$ cat src/rtl/mem_arbiter.sv
// mem_arbiter: two-requester, round-robin arbiter in front of a single-port
// 32-bit data memory. One access at a time, fixed three-cycle latency
// (IDLE -> ACCESS -> RESP).
//
// Handshake: a requester raises x_req with x_we/x_addr/x_wdata valid and
// holds them until it sees x_ack (a one-cycle pulse; err and rdata are valid
// in that same cycle). A request is accepted only when it is sampled in IDLE.
// Outside IDLE the requester inputs are ignored. A req still high in the IDLE
// cycle after its ack is a fresh request, and addr/we/wdata may change in that
// same cycle.
module mem_arbiter #(
    parameter int MEM_WORDS = 16384
) (
    input  logic        clk,
    input  logic        reset,
    input  logic        a_req,
    input  logic        a_we,
    input  logic [31:0] a_addr,
    input  logic [31:0] a_wdata,
    input  logic        b_req,
    input  logic        b_we,
    input  logic [31:0] b_addr,
    input  logic [31:0] b_wdata,
    output logic        a_ack,
    output logic        b_ack,
    output logic        err,
    output logic [31:0] rdata,
    output logic        busy,
    output logic [31:0] mem_address,
    output logic        mem_writeEnable,
    output logic [31:0] mem_dataIn,
    input  logic [31:0] mem_dataOut,
    output logic [1:0]  dbg_state
);

    typedef enum logic [1:0] {
        ST_IDLE   = 2'd0,
        ST_ACCESS = 2'd1,
        ST_RESP   = 2'd2
    } state_t;

    // First byte address past the end of the attached memory.
    localparam logic [32:0] ADDR_LIMIT = 33'(MEM_WORDS) << 2;

    state_t      r_state;
    state_t      w_next_state;
    logic        w_latch;

    // Latched request; r_addr/r_wdata also drive the memory pins directly so
    // the pins hold their last values outside ACCESS.
    logic        r_win_b;
    logic        r_we;
    logic [31:0] r_addr;
    logic [31:0] r_wdata;
    logic        r_err;
    logic        r_last_b;
    logic [31:0] r_rdata;

    logic        w_any_req;
    logic        w_grant_b;
    logic        w_sel_we;
    logic [31:0] w_sel_addr;
    logic [31:0] w_sel_wdata;
    logic        w_sel_err;
    logic        w_in_access;
    logic        w_in_resp;

    // Round-robin grant: a lone requester wins; on a tie the requester that
    // was not served last wins.
    always_comb begin
        w_any_req = a_req | b_req;
        w_grant_b = 1'b0;
        if (a_req && b_req) begin
            w_grant_b = ~r_last_b;
        end else begin
            w_grant_b = b_req;
        end
        w_sel_we    = w_grant_b ? b_we    : a_we;
        w_sel_addr  = w_grant_b ? b_addr  : a_addr;
        w_sel_wdata = w_grant_b ? b_wdata : a_wdata;
        // Misaligned or out-of-range requests are rejected, never touching memory.
        w_sel_err   = (w_sel_addr[1:0] != 2'b00) || ({1'b0, w_sel_addr} >= ADDR_LIMIT);
    end

    // Next-state logic; a request is only accepted from IDLE.
    always_comb begin
        w_next_state = r_state;
        w_latch      = 1'b0;
        case (r_state)
            ST_IDLE: begin
                if (w_any_req) begin
                    w_next_state = ST_ACCESS;
                    w_latch      = 1'b1;
                end
            end
            ST_ACCESS: w_next_state = ST_RESP;
            ST_RESP:   w_next_state = ST_IDLE;
            default:   w_next_state = ST_IDLE;
        endcase
    end

    // State register; reset aborts whatever access is in flight.
    always_ff @(posedge clk) begin
        if (reset) begin
            r_state <= ST_IDLE;
        end else begin
            r_state <= w_next_state;
        end
    end

    // Capture the winning request and remember who was served.
    always_ff @(posedge clk) begin
        if (reset) begin
            r_win_b  <= 1'b0;
            r_we     <= 1'b0;
            r_addr   <= 32'd0;
            r_wdata  <= 32'd0;
            r_err    <= 1'b0;
            r_last_b <= 1'b1;
        end else if (w_latch) begin
            r_win_b  <= w_grant_b;
            r_we     <= w_sel_we;
            r_addr   <= w_sel_addr;
            r_wdata  <= w_sel_wdata;
            r_err    <= w_sel_err;
            r_last_b <= w_grant_b;
        end
    end

    // Read data is sampled at the end of ACCESS and held until the next one.
    always_ff @(posedge clk) begin
        if (reset) begin
            r_rdata <= 32'd0;
        end else if (r_state == ST_ACCESS) begin
            r_rdata <= (r_we || r_err) ? 32'd0 : mem_dataOut;
        end
    end

    // Output decode; the write strobe is also gated by reset so an access
    // aborted in ACCESS never reaches memory.
    always_comb begin
        w_in_access     = (r_state == ST_ACCESS);
        w_in_resp       = (r_state == ST_RESP);
        a_ack           = w_in_resp & ~r_win_b;
        b_ack           = w_in_resp &  r_win_b;
        err             = w_in_resp &  r_err;
        rdata           = r_rdata;
        busy            = (r_state != ST_IDLE);
        mem_address     = r_addr;
        mem_dataIn      = r_wdata;
        mem_writeEnable = w_in_access & r_we & ~r_err & ~reset;
        dbg_state       = r_state;
    end

endmodule

$ cat config.mk
export PLATFORM = sky130hd
export DESIGN_NAME = mem_arbiter
export DESIGN_NICKNAME = d
export VERILOG_FILES = /design/src/rtl/mem_arbiter.sv
export SDC_FILE = /design/constraint.sdc
export NUM_CORES = 1
export LEC_CHECK = 0
export ABC_AREA = 1
export BUFFER_PORTS_ARGS = -buffer_cell sky130_fd_sc_hd__buf_4
export CAP_MARGIN = 20
export CORE_MARGIN = 2
export CORE_UTILIZATION = 43
export CTS_CLUSTER_SIZE = 30
export DETAILED_ROUTE_END_ITERATION = 6
export HOLD_SLACK_MARGIN = 0.08
export PLACE_DENSITY = 0.82
export RECOVER_POWER = 25
export SYNTH_ARGS = -nofsm -noshare
export SYNTH_HDL_FRONTEND = slang
export SYNTH_SLANG_ARGS = --single-unit
$ cat constraint.sdc
create_clock -name clk -period 1.6 [get_ports clk]
set_input_delay 0 -clock clk [delete_from_list [all_inputs] [get_ports clk]]
set_output_delay 0 -clock clk [all_outputs]
set_load 0.02 [all_outputs]
Yosys cells after proc, flatten, opt, wreduce, memory -nomap -nowiden
Cells that the tools add are included.
{"block": "classes", "add_sub_neg": 0, "multipliers": 0, "div": 0, "order_cmp": 1, "eq_ne": 3, "shift": 0, "n_mux": 9, "n_bitwise": 11, "n_reduce_logical": 6}
{"op": "32-bit 2-to-1 mux", "n": 3}
{"op": "32-bit by 17-bit greater-or-equal comparator with 1-bit output (second input constant)", "n": 1}
{"op": "1-bit bitwise AND", "n": 6}
{"op": "1-bit 2-to-1 mux", "n": 4}
{"op": "1-bit NOT", "n": 4}
{"op": "2-bit case mux with 2 select lines", "n": 1}
{"op": "2-bit nonzero test", "n": 2}
{"op": "2-bit by 1-bit equality test with 1-bit output (second input constant)", "n": 1}
{"op": "2-bit equality test (second input constant)", "n": 1}
{"op": "2-bit zero test", "n": 1}
{"op": "1-bit logical OR", "n": 2}
{"op": "2-bit 2-to-1 mux", "n": 1}
{"op": "2-bit != test (second input constant)", "n": 1}
{"op": "1-bit logical AND", "n": 1}
{"op": "1-bit OR", "n": 1}
{"block": "word_totals", "reg_bits": 102, "latch_bits": 0, "mem_bits_rw": 0, "mem_bits_ro": 0, "in_bits": 166, "out_inout_bits": 103, "wordCells": 38, "mem_count": 0}

Longest topological paths before layout
Gate-level depths: netlist (run 1).
{"block": "depth", "depth_word": 5, "ltp_mapped": 10, "ltp_nobuf": 9}

Worst setup path after synthesis (run 1)
No wires, ideal clock.
{"block": "synth_timing", "path_type": "register to register", "from": "reg r_state[1], in the netlist dbg_state[1]", "to": "reg r_err", "setup_time_ns": 0.117, "arrival_ns": 1.281, "setup_slack_ns": 0.202, "stages_incl_launch_ff": 9, "period_less_slack_ns": 1.398, "path_cell_list": "dfxtp_1 > or2_4 > nor2_8 > buf_6 > nand3_2 > nor2_1 > nand2_1 > nor2_1 > nor2_1"}
{"block": "synth_via", "elab_chain_len": 2}
{"element": "from (decl)", "line_no": "45", "rtl": "state_t r_state;"}
{"element": "from (signal assigned)", "line_no": "107", "rtl": "r_state <= w_next_state;"}
{"element": "2-bit zero test", "line_no": "89", "rtl": "case (r_state)"}
{"element": "1-bit 2-to-1 mux", "line_no": "89"}
{"element": "to (signal assigned)", "line_no": "125", "rtl": "r_err <= w_sel_err;"}
{"element": "to (decl)", "line_no": "55", "rtl": "logic r_err;"}
Every way passes these cells.
A chain may end at the register's enable or synchronous reset.

Worst setup path in the final report (run 1)
{"block": "layout_timing", "from": "reg r_state[1], in the netlist dbg_state[1]", "to": "reg r_addr[5], in the netlist mem_address[5]"}
{"block": "layout_via", "elab_chain_len": 2}
{"element": "2-bit zero test", "line_no": "89"}
{"element": "1-bit 2-to-1 mux", "line_no": "89"}
{"element": "to (signal assigned)", "line_no": "123", "rtl": "r_addr <= w_sel_addr;"}
{"element": "to (decl)", "line_no": "53", "rtl": "logic [31:0] r_addr;"}
Every way passes these cells.

==> qor.txt, run 1 <==
Status = finished clean
Initial antenna violation count = 1
FILL cells = 564
Clk slew on worst S/H paths = 0.10 ns
Final cell count without fillers = 1,132
Die X = 103.7 µm
Clock share of power = 0.222
Starting DRT DRC Count = 459
Final core occ = 0.8370
Final setup vio count = 0
Num CTS Buffers = 9
Leakage = 3.731 nW
Reg area = 2044 µm²
Synth Register Bits = 102
CTS tree = built
CP arrival = 1.79 ns
Worst path cell trace = or2_4 -> nor2_8 -> buf_12 -> o21ai_0 -> a31oi_1
Area of the multi-input gates = 1933 µm²
Global-route wire length before repair = 33,600 µm
H-tree depth = 3
Layout cell share with drive strength beyond 1 = 0.2715
Number of routed nets with antenna violations = 0
Initial Util = 0.4410
Vias per cell = 5.626
Rel. slew slack = 0.6881
Synthesized area = 4270 µm²
Die H = 103.7 µm
Int Power = 4.486 mW
Hold depth = 5
Unique masters post-synth = 22
Worst Setup Path Type = reg -> reg
P&R area growth vs syn = 89.80%
Placer Congestion = 0.8878
Commonest non-fill, non-tap cell in the layout = buf_4
Worst R2R Path Depth = 5
Setup TNS = 0 ns
Net Sw Power = 2.475 mW
1st-pass router iterations = 5
Clk root buf = clkbuf_8
Commonest non-fill, non-tap cells in the layout = buf_4 (231), dlygate4sd3_1 (164), nand2_1 (138)
Placed insts = 948
Cells after synthesis = 577
Final worst path period share = 0.9543
Sink Count = 102
Slew @ Worst Pin = 0.4679 ns
CP startpoint kind = register
Critical Path RT = 1.87 ns
Core footprint = 9684 µm²
Worst vdd ir = 0.6451 mV
Final WS setup = 0.07318 ns
Total track usage = 0.3888
Minimum clock period = 1.527 ns
Gr ovfl total = 0
Fin. max-slew vios = 0
Input/output buffers = 268
CP max-delay cell = dfxtp_1
PwrDens = 858.9 nW/µm²
Syn Nets = 743
Largest net degree at the start of global routing = 51
Die area = 10,740 µm²
Max Fclk = 655.0 MHz
Nets = 1,159
Worst Setup End Kind = register
Max cap viols = 0
Number of global-route vias before repair = 6,620
Hold slack = 0.2134 ns
Clock Latency Late Sink = 0.37 ns
Crit-path max FO = 38
Min-Delay Path Class = in -> reg
DRC violations left = 0
CP peak stage delay = 0.36 ns
CTS max path bufs = 2
Final hold violations = 0
Mapped Avg Cell Area = 7.401 µm²
DP HPWL = 10,550 µm
I/O pin total = 269
FP Rows = 36
Wire length per cell = 19.11 µm
Setup slack at placement = 0.1334 ns
Register area share after synthesis = 0.4782
Syn. warnings = 0
RSZ-0062 raised after global routing = yes
Register share of total power = 0.431
Combinational share of power = 0.347
Final WL = 21,630 µm
Switching fraction of total power = 0.3556
Setup Skew = 0.01238 ns
Via count = 6,369
## final cells by class
type / count / area share
Multi-Input combinational cell: 405 / 0.2385
Clock inverter: 7 / 0.006792
Inverter: 24 / 0.01142
Sequential cell: 102 / 0.2522
Antenna cell: 1 / 0.0003087
Tap cell: 133 / 0.02053
Clock buffer: 9 / 0.01528
Timing Repair Buffer: 451 / 0.4549
## final timing paths
path                                  start                            to  slack (ns)
setup / recovery  dbg_state[1]$_SDFFE_PP0P_   mem_address[5]$_SDFFE_PP0P_        0.07
setup reg to reg  dbg_state[1]$_SDFFE_PP0P_   mem_address[5]$_SDFFE_PP0P_        0.07
hold / removal                        a_req  mem_address[30]$_SDFFE_PP0P_        0.21
hold reg to reg       r_last_b$_SDFFE_PP1P_         r_last_b$_SDFFE_PP1P_        0.49
## synthesized netlist by cell type, drive strengths merged
master / n / area, µm²
nand2: 140 / 528.0
o21ai: 103 / 515.5
dfxtp: 102 / 2042
a21oi: 49 / 245.2
a31oi: 48 / 300.3
nor2: 48 / 199.0
buf: 27 / 157.7
inv: 24 / 90.09
clkbuf: 20 / 75.07
nand3b: 9 / 67.56
nand3: 4 / 25.02
and3: 1 / 6.260
o211a: 1 / 10.01
or2: 1 / 8.760
## power by group through the flow
stage,clock network (mW),registers (mW),logic [mW]
6_report,1.55,3.00,2.41
3_3_place_gp,0,3.01,1.95
3_5_place_dp,0,3.02,1.99
5_1_grt,1.67,3.02,2.55
2_1_floorplan,0,3.34,0.701
4_1_cts,1.55,2.97,2.32
## layer usage
layer  track usage  wire length, µm
met4        0.2925             1719
met2        0.6556            10570
met5             0                0
met1        0.4129             7469
met3        0.1095             1878
## registers in the layout, summed over array words and instances (netlist names)
name,flops
rdata,32
r_err,1
mem_dataIn,32
mem_address,32
dbg_state,2
r_last_b,1
r_win_b,1
r_we,1
## cell families after synthesis
group           share of synthesized area
buf+inv                           0.07559
flops                              0.4782
compound gates                     0.2508
simple gates                       0.1954
## metrics by stage
stage	area, µm²	power, mW
after global routing	8105	7.242
after global placement	6396	4.964
final	8105	6.961
after detailed placement	6396	5.011
after floorplan	4270	4.038
after CTS	8217	6.841
## repair_timing
item                                   in CTS  in global routing
setup endpoints to repair                   0                  9
hold buffers                              164                  0
setup buffers                               0                  1
endpoints found under the hold margin     101                  0
resized for setup                           0                 13
## critical path, delay by kind of cell, from the launching register on
kind / cells / cell delay [ns]
buffers and inverters: 1 / 0.22
AO/OA/AOI/OAI: 2 / 0.35
flip-flops: 1 / 0.36
AND/OR/NAND/NOR: 2 / 0.50
Note: power is estimated with default switching activity, not from simulation.
==> run 2: changes to the inputs <==
Settings changed: ABC_AREA 1 to not set, CORE_UTILIZATION 43 to 42, PLACE_DENSITY 0.82 to not set, PLACE_DENSITY_LB_ADDON set to 0.08.
==> qor.txt, run 2 <==
Post-synth top area share = 0.4867
Layout cell share with drive strength beyond 1 = 0.3027
WL met1 = 6767 µm
Status = complete, but fails checks
Synth Register Bits = 102
Die X = 103.9 µm
Minimum clock period = 1.624 ns
Largest cells by area after synthesis = dfxtp_1 (49%), mux2i_1 (15%), a211oi_1 (12%)
FP Rows = 36
Clk slew on worst S/H paths = 0.09 ns
Max cap viols = 0
Fin. max-slew vios = 0
Syn Nets = 600
CP arrival = 1.84 ns
PwrDens = 830.5 nW/µm²
Worst vdd ir = 0.6148 mV
Commonest non-fill, non-tap cells in the layout = buf_4 (225), dlygate4sd3_1 (162), nor2_1 (102), dfxtp_1 (102), mux2i_1 (64)
DR top layer = met4
Synth area leader = dfxtp_1
Final WS setup = -0.02446 ns
Total track usage = 0.3209
Die H = 103.9 µm
Core footprint = 9729 µm²
Final worst path period share = 1.015
Wire length per cell = 18.40 µm
Initial antenna violation count = 1
Setup TNS = -0.02446 ns
Slew @ Worst Pin = 0.4054 ns
Final setup vio count = 1
Critical Path RT = 1.82 ns
WL met3 = 1344 µm
Number of routed nets with antenna violations = 0
1st-pass router iterations = 5
Tot Pwr = 6.730 mW
DRC violations left = 0
Critical Path Most Common Cell = or4_1
Final hold violations = 0
WL met2 = 9211 µm
CP max-delay cell = dlygate4sd3_1
CP peak stage delay = 0.55 ns
Setup slack at placement = 0.09008 ns
Clock Latency Late Sink = 0.36 ns
Final WL = 18,290 µm
CTS max path bufs = 2
Mapped Avg Cell Area = 9.667 µm²
Post-synth EDFFs = 0
I/O pin total = 269
Nets = 1,020
Most used DFF post-synth = dfxtp_1
CP startpoint kind = input port
Worst Setup End Kind = register
Post-synth ARST share = 0
Cells after synthesis = 434
Largest net degree at the start of global routing = 74
Register area share after synthesis = 0.4867
Worst path cell trace = dlygate4sd3_1 -> buf_4 -> or4_1 -> or4_1 -> o21ai_0 -> a211oi_1
Min-Delay Path Class = in -> reg
Commonest non-fill, non-tap cell in the layout = buf_4
Global-route wire length before repair = 28,300 µm
Die area = 10,800 µm²
Crit-path max FO = 2
Via count = 5,292
CTS tree = built
Crit. Startpoint = b_addr[16]
Hold path startpoint = a_addr[30]
Synthesized area = 4195 µm²
Max Fclk = 615.6 MHz
Failing checks = negative setup slack
Crit Reg-Reg Startpoint = dbg_state[1]$_SDFFE_PP0P_
Unique masters post-synth = 28
Vias per cell = 5.324
Number of global-route vias before repair = 5,644
Final core occ = 0.8328
Hold slack = 0.1274 ns
Placer Congestion = 0.8749
Num CTS Buffers = 9
Synth cell count leaders = dfxtp_1 (102), nor2_1 (102), a211oi_1 (66)
Input/output buffers = 268
H-tree depth = 3
DP HPWL = 9666 µm
Sink Count = 102
Setup Skew = 0.01692 ns
Worst Setup Path Type = in -> reg
P&R area growth vs syn = 93.14%
Starting DRT DRC Count = 201
Syn. warnings = 0
Clk root buf = clkbuf_8
Leakage = 3.544 nW
Initial Util = 0.4312
Rel. slew slack = 0.7273
Gr ovfl total = 0
-- run 2: cell types whose count changed after synthesis, moves of 32 or more --
cell      change
nand2_1     -136
a31oi_1      -48
mux2i_1      +64
nor2_1       +56
o21ai_0      -98
a211oi_1     +66
a22oi_1      +32
a21oi_1      -47
-- run 2: what timing repair did --
| item | in CTS | in global routing |
|---|---|---|
| resized for setup | 0 | 4 |
| setup buffers | 0 | 3 |
| hold endpoints to repair | 100 | 0 |
| hold buffers | 162 | 0 |
| endpoints found under the setup margin | 0 | 43 |
-- run 2: cell families (layout without fill, tap and decap cells) --
kind of cell / count (synthesis) / after routing / synth area share
buffers and inverters: 39 / 464 / 0.04742
AND/OR/NAND/NOR: 127 / 127 / 0.1315
other: 0 / 2 / 0
AO/OA/AOI/OAI: 102 / 102 / 0.1816
multiplexers: 64 / 64 / 0.1527
flip-flops: 102 / 102 / 0.4867
-- run 2: area by class of cell --
type	instances	area, µm²
tap	133	166.4
sequential	102	2042
multi-input combinational	293	1989
timing repair buffer	448	3709
clock buffer	10	137.6
fill	579	1627
clock inverter	6	53.80
antenna	2	5.005
-- run 2: routing by layer --
metal,up-vias,track usage
li1,2419,-
met4,0,0.1815
met1,2488,0.3476
met2,300,0.5695
met5,-,0
met3,85,0.07957
-- run 2: final timing paths --
kind                                  end  slack (ns)  cells after the start
max                    r_err$_SDFFE_PP0P_       -0.02                      6
min          mem_address[30]$_SDFFE_PP0P_        0.13                      4
max reg2reg            r_err$_SDFFE_PP0P_        0.06                      4
min reg2reg          r_win_b$_SDFFE_PP0P_        0.50                      2
-- run 2: per-stage QoR --
stage,cells,cell area (µm²)
after floorplan,434,4202
after global placement,808,6360
after detailed placement,808,6360
after CTS,986,8173
after global routing,993,8100
final,994,8103
-- run 2: power by group --
part           switching [mW]  internal (mW)
clock network           0.935          0.634
logic                    1.14           1.09
registers               0.147           2.78
total                    2.22           4.51
-- run 2: worst max-delay path: cells and delay by family --
family,cells,cell delay [ns]
simple gates,2,0.91
buf+inv,2,0.70
compound gates,2,0.24
